<file path="config.mk">
export PLATFORM = sky130hd
export DESIGN_NAME = capture_buffer_flat
export DESIGN_NICKNAME = d
export VERILOG_FILES = /design/src/rtl/capture_buffer_if.sv /design/src/rtl/capture_buffer.sv /design/src/flat_wrapper.sv
export SDC_FILE = /design/constraint.sdc
export NUM_CORES = 1
export LEC_CHECK = 0
export CORE_ASPECT_RATIO = 1.25
export CORE_UTILIZATION = 55
export DETAILED_ROUTE_END_ITERATION = 7
export GPL_TIMING_DRIVEN = 0
export PLACE_DENSITY = 0.88
export SLEW_MARGIN = 0
export SYNTH_ARGS = -nofsm -noshare
export SYNTH_HDL_FRONTEND = slang
export SYNTH_SLANG_ARGS = --single-unit
</file>
<file path="constraint.sdc">
create_clock -name clk -period 5.2 [get_ports clk]
set_input_delay 1.3 -clock clk [delete_from_list [all_inputs] [get_ports clk]]
set_output_delay 1.3 -clock clk [all_outputs]
set_load 0.03 [all_outputs]
</file>
<file path="src/rtl/capture_buffer_if.sv">
// Bus bundle between the capture buffer and its probe/readout side.
interface capture_buffer_if #(
    parameter int DATA_WIDTH = 8,
    parameter int ADDR_WIDTH = 4
);
    // Probe and control inputs to the buffer
    logic                  arm;
    logic                  sample_en;
    logic [DATA_WIDTH-1:0] data;
    logic                  trigger;
    logic [ADDR_WIDTH-1:0] post_count;
    logic [ADDR_WIDTH-1:0] raddr;

    // Readout and status outputs from the buffer
    logic [DATA_WIDTH-1:0] rdata;
    logic [ADDR_WIDTH-1:0] waddr;
    logic [ADDR_WIDTH-1:0] trig_addr;
    logic [ADDR_WIDTH-1:0] start_addr;
    logic                  primed;
    logic                  capturing;
    logic                  triggered;
    logic                  done;

    // Probe/readout side: drives controls, observes status
    modport master (
        output arm, sample_en, data, trigger, post_count, raddr,
        input  rdata, waddr, trig_addr, start_addr,
               primed, capturing, triggered, done
    );

    // Buffer side
    modport slave (
        input  arm, sample_en, data, trigger, post_count, raddr,
        output rdata, waddr, trig_addr, start_addr,
               primed, capturing, triggered, done
    );
endinterface

</file>
<file path="src/rtl/capture_buffer.sv">
// Trigger-based circular sample buffer for the internal logic analyzer.
// Captures continuously while armed, counts post-trigger samples after a
// trigger, then freezes so the readout path can drain the memory.
module capture_buffer #(
    parameter int DATA_WIDTH = 8,
    parameter int ADDR_WIDTH = 4
) (
    input logic              clk,
    input logic              reset,
    capture_buffer_if.slave  bus
);
    localparam int DEPTH = 2 ** ADDR_WIDTH;

    typedef enum logic [1:0] {
        IDLE     = 2'd0,
        PRETRIG  = 2'd1,
        POSTTRIG = 2'd2,
        DONE     = 2'd3
    } state_e;

    state_e                state_q, state_d;
    logic [ADDR_WIDTH-1:0] waddr_q, waddr_d;
    logic [ADDR_WIDTH-1:0] trig_addr_q, trig_addr_d;
    logic [ADDR_WIDTH-1:0] remaining_q, remaining_d;
    logic                  primed_q, primed_d;
    logic                  triggered_q, triggered_d;
    logic [DATA_WIDTH-1:0] rdata_q, rdata_d;

    logic [DATA_WIDTH-1:0] mem [DEPTH];
    logic                  wr_en;

    // Write qualifier: arm and reset both win over a same-cycle sample
    always_comb begin
        wr_en = !reset && !bus.arm && bus.sample_en &&
                (state_q == PRETRIG || state_q == POSTTRIG);
    end

    // Next-state, pointer and flag logic
    always_comb begin
        // NOTE: every variable gets a default first so no path leaves it unassigned and no latch is inferred.
        state_d     = state_q;
        waddr_d     = waddr_q;
        trig_addr_d = trig_addr_q;
        remaining_d = remaining_q;
        primed_d    = primed_q;
        triggered_d = triggered_q;
        rdata_d     = mem[bus.raddr];

        if (bus.arm) begin
            state_d     = PRETRIG;
            waddr_d     = '0;
            primed_d    = 1'b0;
            triggered_d = 1'b0;
        end else if (wr_en) begin
            waddr_d = waddr_q + ADDR_WIDTH'(1);
            if (waddr_q == '1) begin
                primed_d = 1'b1;
            end
            unique case (state_q)
                PRETRIG: begin
                    if (bus.trigger) begin
                        trig_addr_d = waddr_q;
                        triggered_d = 1'b1;
                        remaining_d = bus.post_count;
                        state_d     = (bus.post_count == '0) ? DONE : POSTTRIG;
                    end
                end
                POSTTRIG: begin
                    remaining_d = remaining_q - ADDR_WIDTH'(1);
                    if (remaining_q == ADDR_WIDTH'(1)) begin
                        state_d = DONE;
                    end
                end
                default: ;
            endcase
        end
    end

    // State register with synchronous reset
    always_ff @(posedge clk) begin
        // NOTE: sequential state uses non-blocking assignments so every flop samples pre-edge values.
        if (reset) begin
            state_q     <= IDLE;
            waddr_q     <= '0;
            trig_addr_q <= '0;
            remaining_q <= '0;
            primed_q    <= 1'b0;
            triggered_q <= 1'b0;
            rdata_q     <= '0;
        end else begin
            state_q     <= state_d;
            waddr_q     <= waddr_d;
            trig_addr_q <= trig_addr_d;
            remaining_q <= remaining_d;
            primed_q    <= primed_d;
            triggered_q <= triggered_d;
            rdata_q     <= rdata_d;
        end
    end

    // Sample memory; the registered read above sees the pre-write contents
    always_ff @(posedge clk) begin
        // NOTE: the memory array has no reset so it maps onto plain RAM; readers rely on the address flags instead.
        if (wr_en) begin
            mem[waddr_q] <= bus.data;
        end
    end

    // Status outputs
    assign bus.rdata      = rdata_q;
    assign bus.waddr      = waddr_q;
    assign bus.trig_addr  = trig_addr_q;
    assign bus.start_addr = primed_q ? waddr_q : '0;
    assign bus.primed     = primed_q;
    assign bus.capturing  = (state_q == PRETRIG) || (state_q == POSTTRIG);
    assign bus.triggered  = triggered_q;
    assign bus.done       = (state_q == DONE);
endmodule

</file>
<file path="src/flat_wrapper.sv">
// flat-port wrapper written by rule: the top's interface ports become plain ports
module capture_buffer_flat 
#(
    parameter int DATA_WIDTH = 8,
    parameter int ADDR_WIDTH = 4
)
  (clk, reset, bus_arm, bus_sample_en, bus_data, bus_trigger, bus_post_count, bus_raddr, bus_rdata, bus_waddr, bus_trig_addr, bus_start_addr, bus_primed, bus_capturing, bus_triggered, bus_done);
  capture_buffer_if #(.DATA_WIDTH(DATA_WIDTH), .ADDR_WIDTH(ADDR_WIDTH)) bus_i ();
  input logic clk;
  input logic reset;
  input wire logic [$bits(bus_i.arm)-1:0] bus_arm;
  input wire logic [$bits(bus_i.sample_en)-1:0] bus_sample_en;
  input wire logic [$bits(bus_i.data)-1:0] bus_data;
  input wire logic [$bits(bus_i.trigger)-1:0] bus_trigger;
  input wire logic [$bits(bus_i.post_count)-1:0] bus_post_count;
  input wire logic [$bits(bus_i.raddr)-1:0] bus_raddr;
  output wire logic [$bits(bus_i.rdata)-1:0] bus_rdata;
  output wire logic [$bits(bus_i.waddr)-1:0] bus_waddr;
  output wire logic [$bits(bus_i.trig_addr)-1:0] bus_trig_addr;
  output wire logic [$bits(bus_i.start_addr)-1:0] bus_start_addr;
  output wire logic [$bits(bus_i.primed)-1:0] bus_primed;
  output wire logic [$bits(bus_i.capturing)-1:0] bus_capturing;
  output wire logic [$bits(bus_i.triggered)-1:0] bus_triggered;
  output wire logic [$bits(bus_i.done)-1:0] bus_done;
  assign bus_i.arm = bus_arm;
  assign bus_i.sample_en = bus_sample_en;
  assign bus_i.data = bus_data;
  assign bus_i.trigger = bus_trigger;
  assign bus_i.post_count = bus_post_count;
  assign bus_i.raddr = bus_raddr;
  assign bus_rdata = bus_i.rdata;
  assign bus_waddr = bus_i.waddr;
  assign bus_trig_addr = bus_i.trig_addr;
  assign bus_start_addr = bus_i.start_addr;
  assign bus_primed = bus_i.primed;
  assign bus_capturing = bus_i.capturing;
  assign bus_triggered = bus_i.triggered;
  assign bus_done = bus_i.done;
  capture_buffer #(.DATA_WIDTH(DATA_WIDTH), .ADDR_WIDTH(ADDR_WIDTH)) u_core (.clk(clk), .reset(reset), .bus(bus_i));
endmodule
</file>
# Yosys cells after proc, flatten, opt, wreduce, memory -nomap -nowiden
# Memory sizes are Yosys's and may differ from the RTL's. A register that Yosys moved wholly into a read port is not among the register bits.
# Cells that the tools add are included.
totals:
  ram_bits: 128
  in_bits: 21
  wordCells: 48
  memories: 1
  reg_bits: 16
  out_inout_bits: 24
classes:
  eq_ne: 9
  n_bitwise: 1
  n_reduce_logical: 17
  n_mux: 11
  addsub: 2
memory_table:
  columns: ["name", "words", "word_bits", "read_ports", "rd_ports_with_merged_regs", "write_ports", "line", "text"]
  rows:
  - ["u_core.mem", 16, 8, 1, 1, 1, "capture_buffer.sv:29", "logic [DATA_WIDTH-1:0] mem [DEPTH];"]
op_table:
  columns: ["op", "n"]
  rows:
  - ["AND reduction 4 bit", 4]
  - ["2-to-1 mux 4 bit", 2]
  - ["one-hot mux 4 bit (2 select lines)", 1]
  - ["2-to-1 mux 1 bit", 5]
  - ["adder 4 x 1 -> 4 bit, second input constant", 1]
  - ["== test 2 bit, second input constant", 2]
  - ["== test 4 x 1 -> 1 bit, second input constant", 1]
  - ["== test 4 bit, second input constant", 1]
  - ["logical NOT 4 bit", 1]
  - ["2-to-1 mux 2 bit", 2]
  - ["one-hot mux 2 bit (2 select lines)", 1]
  - ["nonzero test 2 bit", 2]
  - ["subtractor 4 x 1 -> 4 bit, second input constant", 1]
  - ["logical AND 1 bit", 3]
  - ["!= test 3 x 2 -> 1 bit, second input constant", 1]
  - ["!= test 3 bit, second input constant", 1]
  - ["AND reduction 3 bit", 1]
  - ["nonzero test 3 bit", 1]
  - ["== test 2 x 1 -> 1 bit, second input constant", 1]
  - ["logical NOT 1 bit", 2]
  - ["!= test 2 x 1 -> 1 bit, second input constant", 1]
  - ["!= test 2 bit, second input constant", 1]
  - ["AND reduction 2 bit", 1]
  - ["OR reduction 2 bit", 1]
  - ["other kinds (2)", 2]

# Longest topological paths before layout
depth:
  word_depth: 6
  mapped_depth: 7
  ltp_nobuf: 6

# Worst setup path after synthesis
# No wires, ideal clock.
synth_timing:
  path_kind: "input -> register"
  from: "input port reset"
  to: "memory u_core.mem[3][0] (enable)"
  required_time_ns: 4.817
  slack_ns: 2.145
  n_path_buf: 1
  setup_time_ns: 0.383
  path_stages: 4
  arrival_time_ns: 2.671
  path_cell_list: "buf_6 -> nor4b_4 -> nand2_1 -> nor3_1"
synth_via:
  elab_chain_len: 6
synth_rtl:
  columns: ["element", "line", "text"]
  rows:
  - ["start, declared", "flat_wrapper.sv:10", "input logic reset;"]
  - ["logical NOT 1 bit", "capture_buffer.sv:34", "wr_en = !reset && !bus.arm && bus.sample_en &&"]
  - ["logical AND 1 bit (3 in series)", "capture_buffer.sv:34", null]
  - ["2-to-1 mux 1 bit", "capture_buffer.sv:104", "if (wr_en) begin"]
  - ["2-to-1 mux 1 bit (not written as such)", "capture_buffer.sv:105", "mem[waddr_q] <= bus.data;"]
  - ["end, declared", "capture_buffer.sv:29", null]
# Every way passes these cells.

# Worst setup path after layout
layout_timing:
  from: "input port bus_sample_en"
  to: "memory u_core.mem[0][2] (enable)"
layout_via:
  elab_chain_len: 4
layout_rtl:
  columns: ["element", "line", "text"]
  rows:
  - ["start, declared", "flat_wrapper.sv:12", "input wire logic [$bits(bus_i.sample_en)-1:0] bus_sample_en;"]
  - ["logical AND 1 bit (2 in series)", "capture_buffer.sv:34", null]
  - ["2-to-1 mux 1 bit", "capture_buffer.sv:104", null]
  - ["2-to-1 mux 1 bit (not written as such)", "capture_buffer.sv:105", null]
# Every way passes these cells.

==> qor.yml <==
synthesis:
  ys_ff_latch: 152
  synth_area_um2: 6120
  synthCells: 392
  ys_types: 37
  async_flop_share: 0
  synth_most_common_cell: "edfxtp_1"
  ys_seq_area_frac: 0.707
  synth-main-ff-cell: "edfxtp_1"
  syn-num-nets: 423
  synth_top_area_cell: "edfxtp_1"
  yosys-top-cells-count: "edfxtp_1 (128), mux2i_1 (58), a22oi_1 (26), dfxtp_1 (24), nor2_1 (23)"
  synth_edf_count: 128
  syn_avg_cell_area_um2: 15.6
  yosysWarningCount: 0
  synth_area_leaders: "edfxtp_1 (63%), mux2i_1 (9.5%), dfxtp_1 (7.9%)"
  synth_top_cell_area_share: 0.628
pwr:
  internal-power_mw: 2.23
  swShare: 0.204
  pwr-share-seq: 0.474
  power_density_nw_per_um2: 383
  p_switching_mw: 0.572
  p_comb_frac: 0.053
  peakVddDrop_v: 0.000260
  p_clk_frac: 0.472
  p_leak_nw: 2.58
  power.total_mw: 2.81
global_routing:
  grt_pass1_vias: 3724
  gr-usage-met2: 0.401
  top_usage_layer: "met2"
  grt_max_degree: 17
  grt_use_met1: 0.341
  grt.overflow.total: 0
  antenna_found_initial: 0
  grt_pass1_wl_um: 21000
  track_usage: 0.258
  use_met3: 0.0735
cts:
  clock_latency_ns: 0.41
  cts_tree: "done"
  cts.path.max_buffers: 2
  cts_made_buffers: 17
  cts.sinks: 152
  cts.root.buffer_cell: "clkbuf_16"
  postCtsSetupBuffers: 0
  hold_buffers: 0
  ctsResizeCount: 0
  htree_num_levels: 4
  clkTransAtPathRegs_ns: 0.06
detailed_routing:
  drcViolationCount: 0
  routed-via-count: 3643
  detail_route.wl_per_cell_um: 22.5
  via_per_inst: 6.11
  drtIter0Drc: 358
  antenna_left: 0
  first_pass_iters: 5
  routed_wl_um: 13400
sta:
  finalMaxSlewViolations: 0
  rsz0062_at_grt: "no"
  hold_viol_final: 0
  setup_viol: 0
  tightest_slew_ns: 1.28
  fin_crit_ns: 3.49
  fin_skew_ns: 0.00605
  period_share: 0.671
  setup_tns_ns: 0
  fmax_mhz: 287
  slew-limit-headroom: 0.143
placement:
  placed_cells: 564
  port_buffers: 40
  place.detailed.hpwl_um: 8310
  place.gp.congestion: 0.852
finish:
  insertedDiodeCount: 0
  drive_gt1_frac: 0.108
  area_delta_synth_final_pct: 19.6
  fillers: 685
  fin_cells: 596
  layout.nets: 482
die:
  die_h_um: 120
  floorplan.initialDensity: 0.571
  io_pins: 45
  die_area_um2: 11600
  die_w_um: 96.3
  rows: 42
  core_area_um2: 10700
worst_setup_path:
  r2r_slack_ns: 2.22
  r2r_start: "u_core.state_q[0]$_SDFFE_PP0P_"
  cp_data_arrival_time_ns: 3.51
  worstSetupPathType: "in -> reg"
  slowest_delay_ns: 1.02
  worst_path_max_delay_cell: "nor3_1"
  r2r_end: "u_core.mem[0][2]$_DFFE_PP_"
  required_ns: 5.22
  endpoint_kind: "flop"
  cp_max_fo: 10
  endpoint: "u_core.mem[0][2]$_DFFE_PP_"
  cp-startpoint: "bus_sample_en"
  r2r_cells: 5
  crit_path_start_kind: "primary input"
  crit_chain: "clkdlybuf4s50_1 > nor4b_4 > nand2_1 > nor3_1"
flow_run:
  drv_cap: 0
status:
  outcome: "finished, final reports clean"
hold_path:
  hp-class: "reg -> reg"
==> state kept, by name (all words and copies together), names as in the netlist <==
register / cells
u_core.mem: 128
u_core.bus.rdata: 8
u_core.bus.trig_addr: 4
u_core.bus.waddr: 4
u_core.remaining_q: 4
u_core.state_q: 2
u_core.bus.primed: 1
u_core.bus.triggered: 1
==> metal layers <==
| metal | up-vias | routed length [um] |
|---|---|---|
| met2 | 212 | 6890 |
| met1 | 1799 | 5230 |
| met3 | 29 | 942 |
| met4 | 0 | 353 |
| li1 | 1603 | - |
| met5 | - | 0 |
==> metrics by stage <==
| step | utilization | hold slack (ns) | area (um2) | setup slack, ns |
|---|---|---|---|---|
| after floorplan | - | 0.478 | 6120 | 2.15 |
| after global placement | 0.623 | 0.436 | 6680 | 1.37 |
| after detailed placement | 0.623 | 0.465 | 6680 | 1.19 |
| after CTS | 0.683 | 0.480 | 7320 | 1.68 |
| after global routing | 0.683 | 0.507 | 7320 | 1.57 |
| final | 0.683 | 0.475 | 7320 | 1.71 |
==> worst min-delay path by stage <==
stage,depth (start not counted),start,endpoint
2_1_floorplan,2,u_core.remaining_q[3]$_SDFFE_PP0P_,u_core.remaining_q[3]$_SDFFE_PP0P_
3_3_place_gp,1,u_core.bus.triggered$_SDFFE_PP0P_,u_core.bus.triggered$_SDFFE_PP0P_
3_5_place_dp,1,u_core.bus.triggered$_SDFFE_PP0P_,u_core.bus.triggered$_SDFFE_PP0P_
4_1_cts,1,u_core.bus.triggered$_SDFFE_PP0P_,u_core.bus.triggered$_SDFFE_PP0P_
5_1_grt,1,u_core.bus.triggered$_SDFFE_PP0P_,u_core.bus.triggered$_SDFFE_PP0P_
6_report,1,u_core.bus.triggered$_SDFFE_PP0P_,u_core.bus.triggered$_SDFFE_PP0P_
==> power groups by stage <==
stage / combinational (mW) / sequential [mW] / clock [mW]
2_1_floorplan: 0.0692 / 1.37 / 0
3_3_place_gp: 0.139 / 1.36 / 0
3_5_place_dp: 0.145 / 1.36 / 0
4_1_cts: 0.148 / 1.33 / 1.33
5_1_grt: 0.158 / 1.33 / 1.38
6_report: 0.149 / 1.33 / 1.33
==> cell type report <==
type / count / area (um2) / area share
tap: 132 / 165 / 0.0226
inverter: 10 / 37.5 / 0.00513
timing repair buffer: 40 / 400 / 0.0547
sequential: 152 / 4320 / 0.591
multi-input combinational: 210 / 1630 / 0.223
clock inverter: 13 / 203 / 0.0277
buffer: 20 / 126 / 0.0173
clock buffer: 19 / 433 / 0.0591
==> layout by cell type (no fill, tap or decap), types with 2 or more instances in the layout <==
cell / instances
a21oi_1: 3
a22oi_1: 26
and2_1: 5
buf_2: 5
buf_4: 6
buf_6: 3
bufinv_16: 5
clkbuf_1: 8
clkbuf_16: 17
clkdlybuf4s50_1: 40
clkinv_2: 2
clkinvlp_4: 4
dfxtp_1: 24
edfxtp_1: 128
ha_1: 10
inv_1: 10
mux2i_1: 58
mux4_2: 6
nand2_1: 17
nand2b_1: 9
nand3_1: 10
nor2_1: 23
nor2b_1: 6
nor3_1: 8
nor4_1: 2
o21ai_0: 10
xor2_1: 2
==> worst max-delay path, delay by kind of cell <==
family	cells	cell delay, ns
and+or+nand+nor	3	1.74
buffers and inverters	1	0.47
==> cells by family (layout without fill, tap and decap cells) <==
| logic type | count (synthesis) | after routing | share of synthesized area |
|---|---|---|---|
| AOI/OAI and AO/OA | 49 | 49 | 0.0554 |
| xor gates and xnor gates | 3 | 3 | 0.00430 |
| adders and majority gates | 10 | 10 | 0.0204 |
| buffers and inverters | 30 | 102 | 0.0268 |
| DFF | 152 | 152 | 0.707 |
| muxes | 64 | 64 | 0.117 |
| and+or+nand+nor | 84 | 84 | 0.0693 |
No activity file was read; power rests on OpenSTA's default activity.
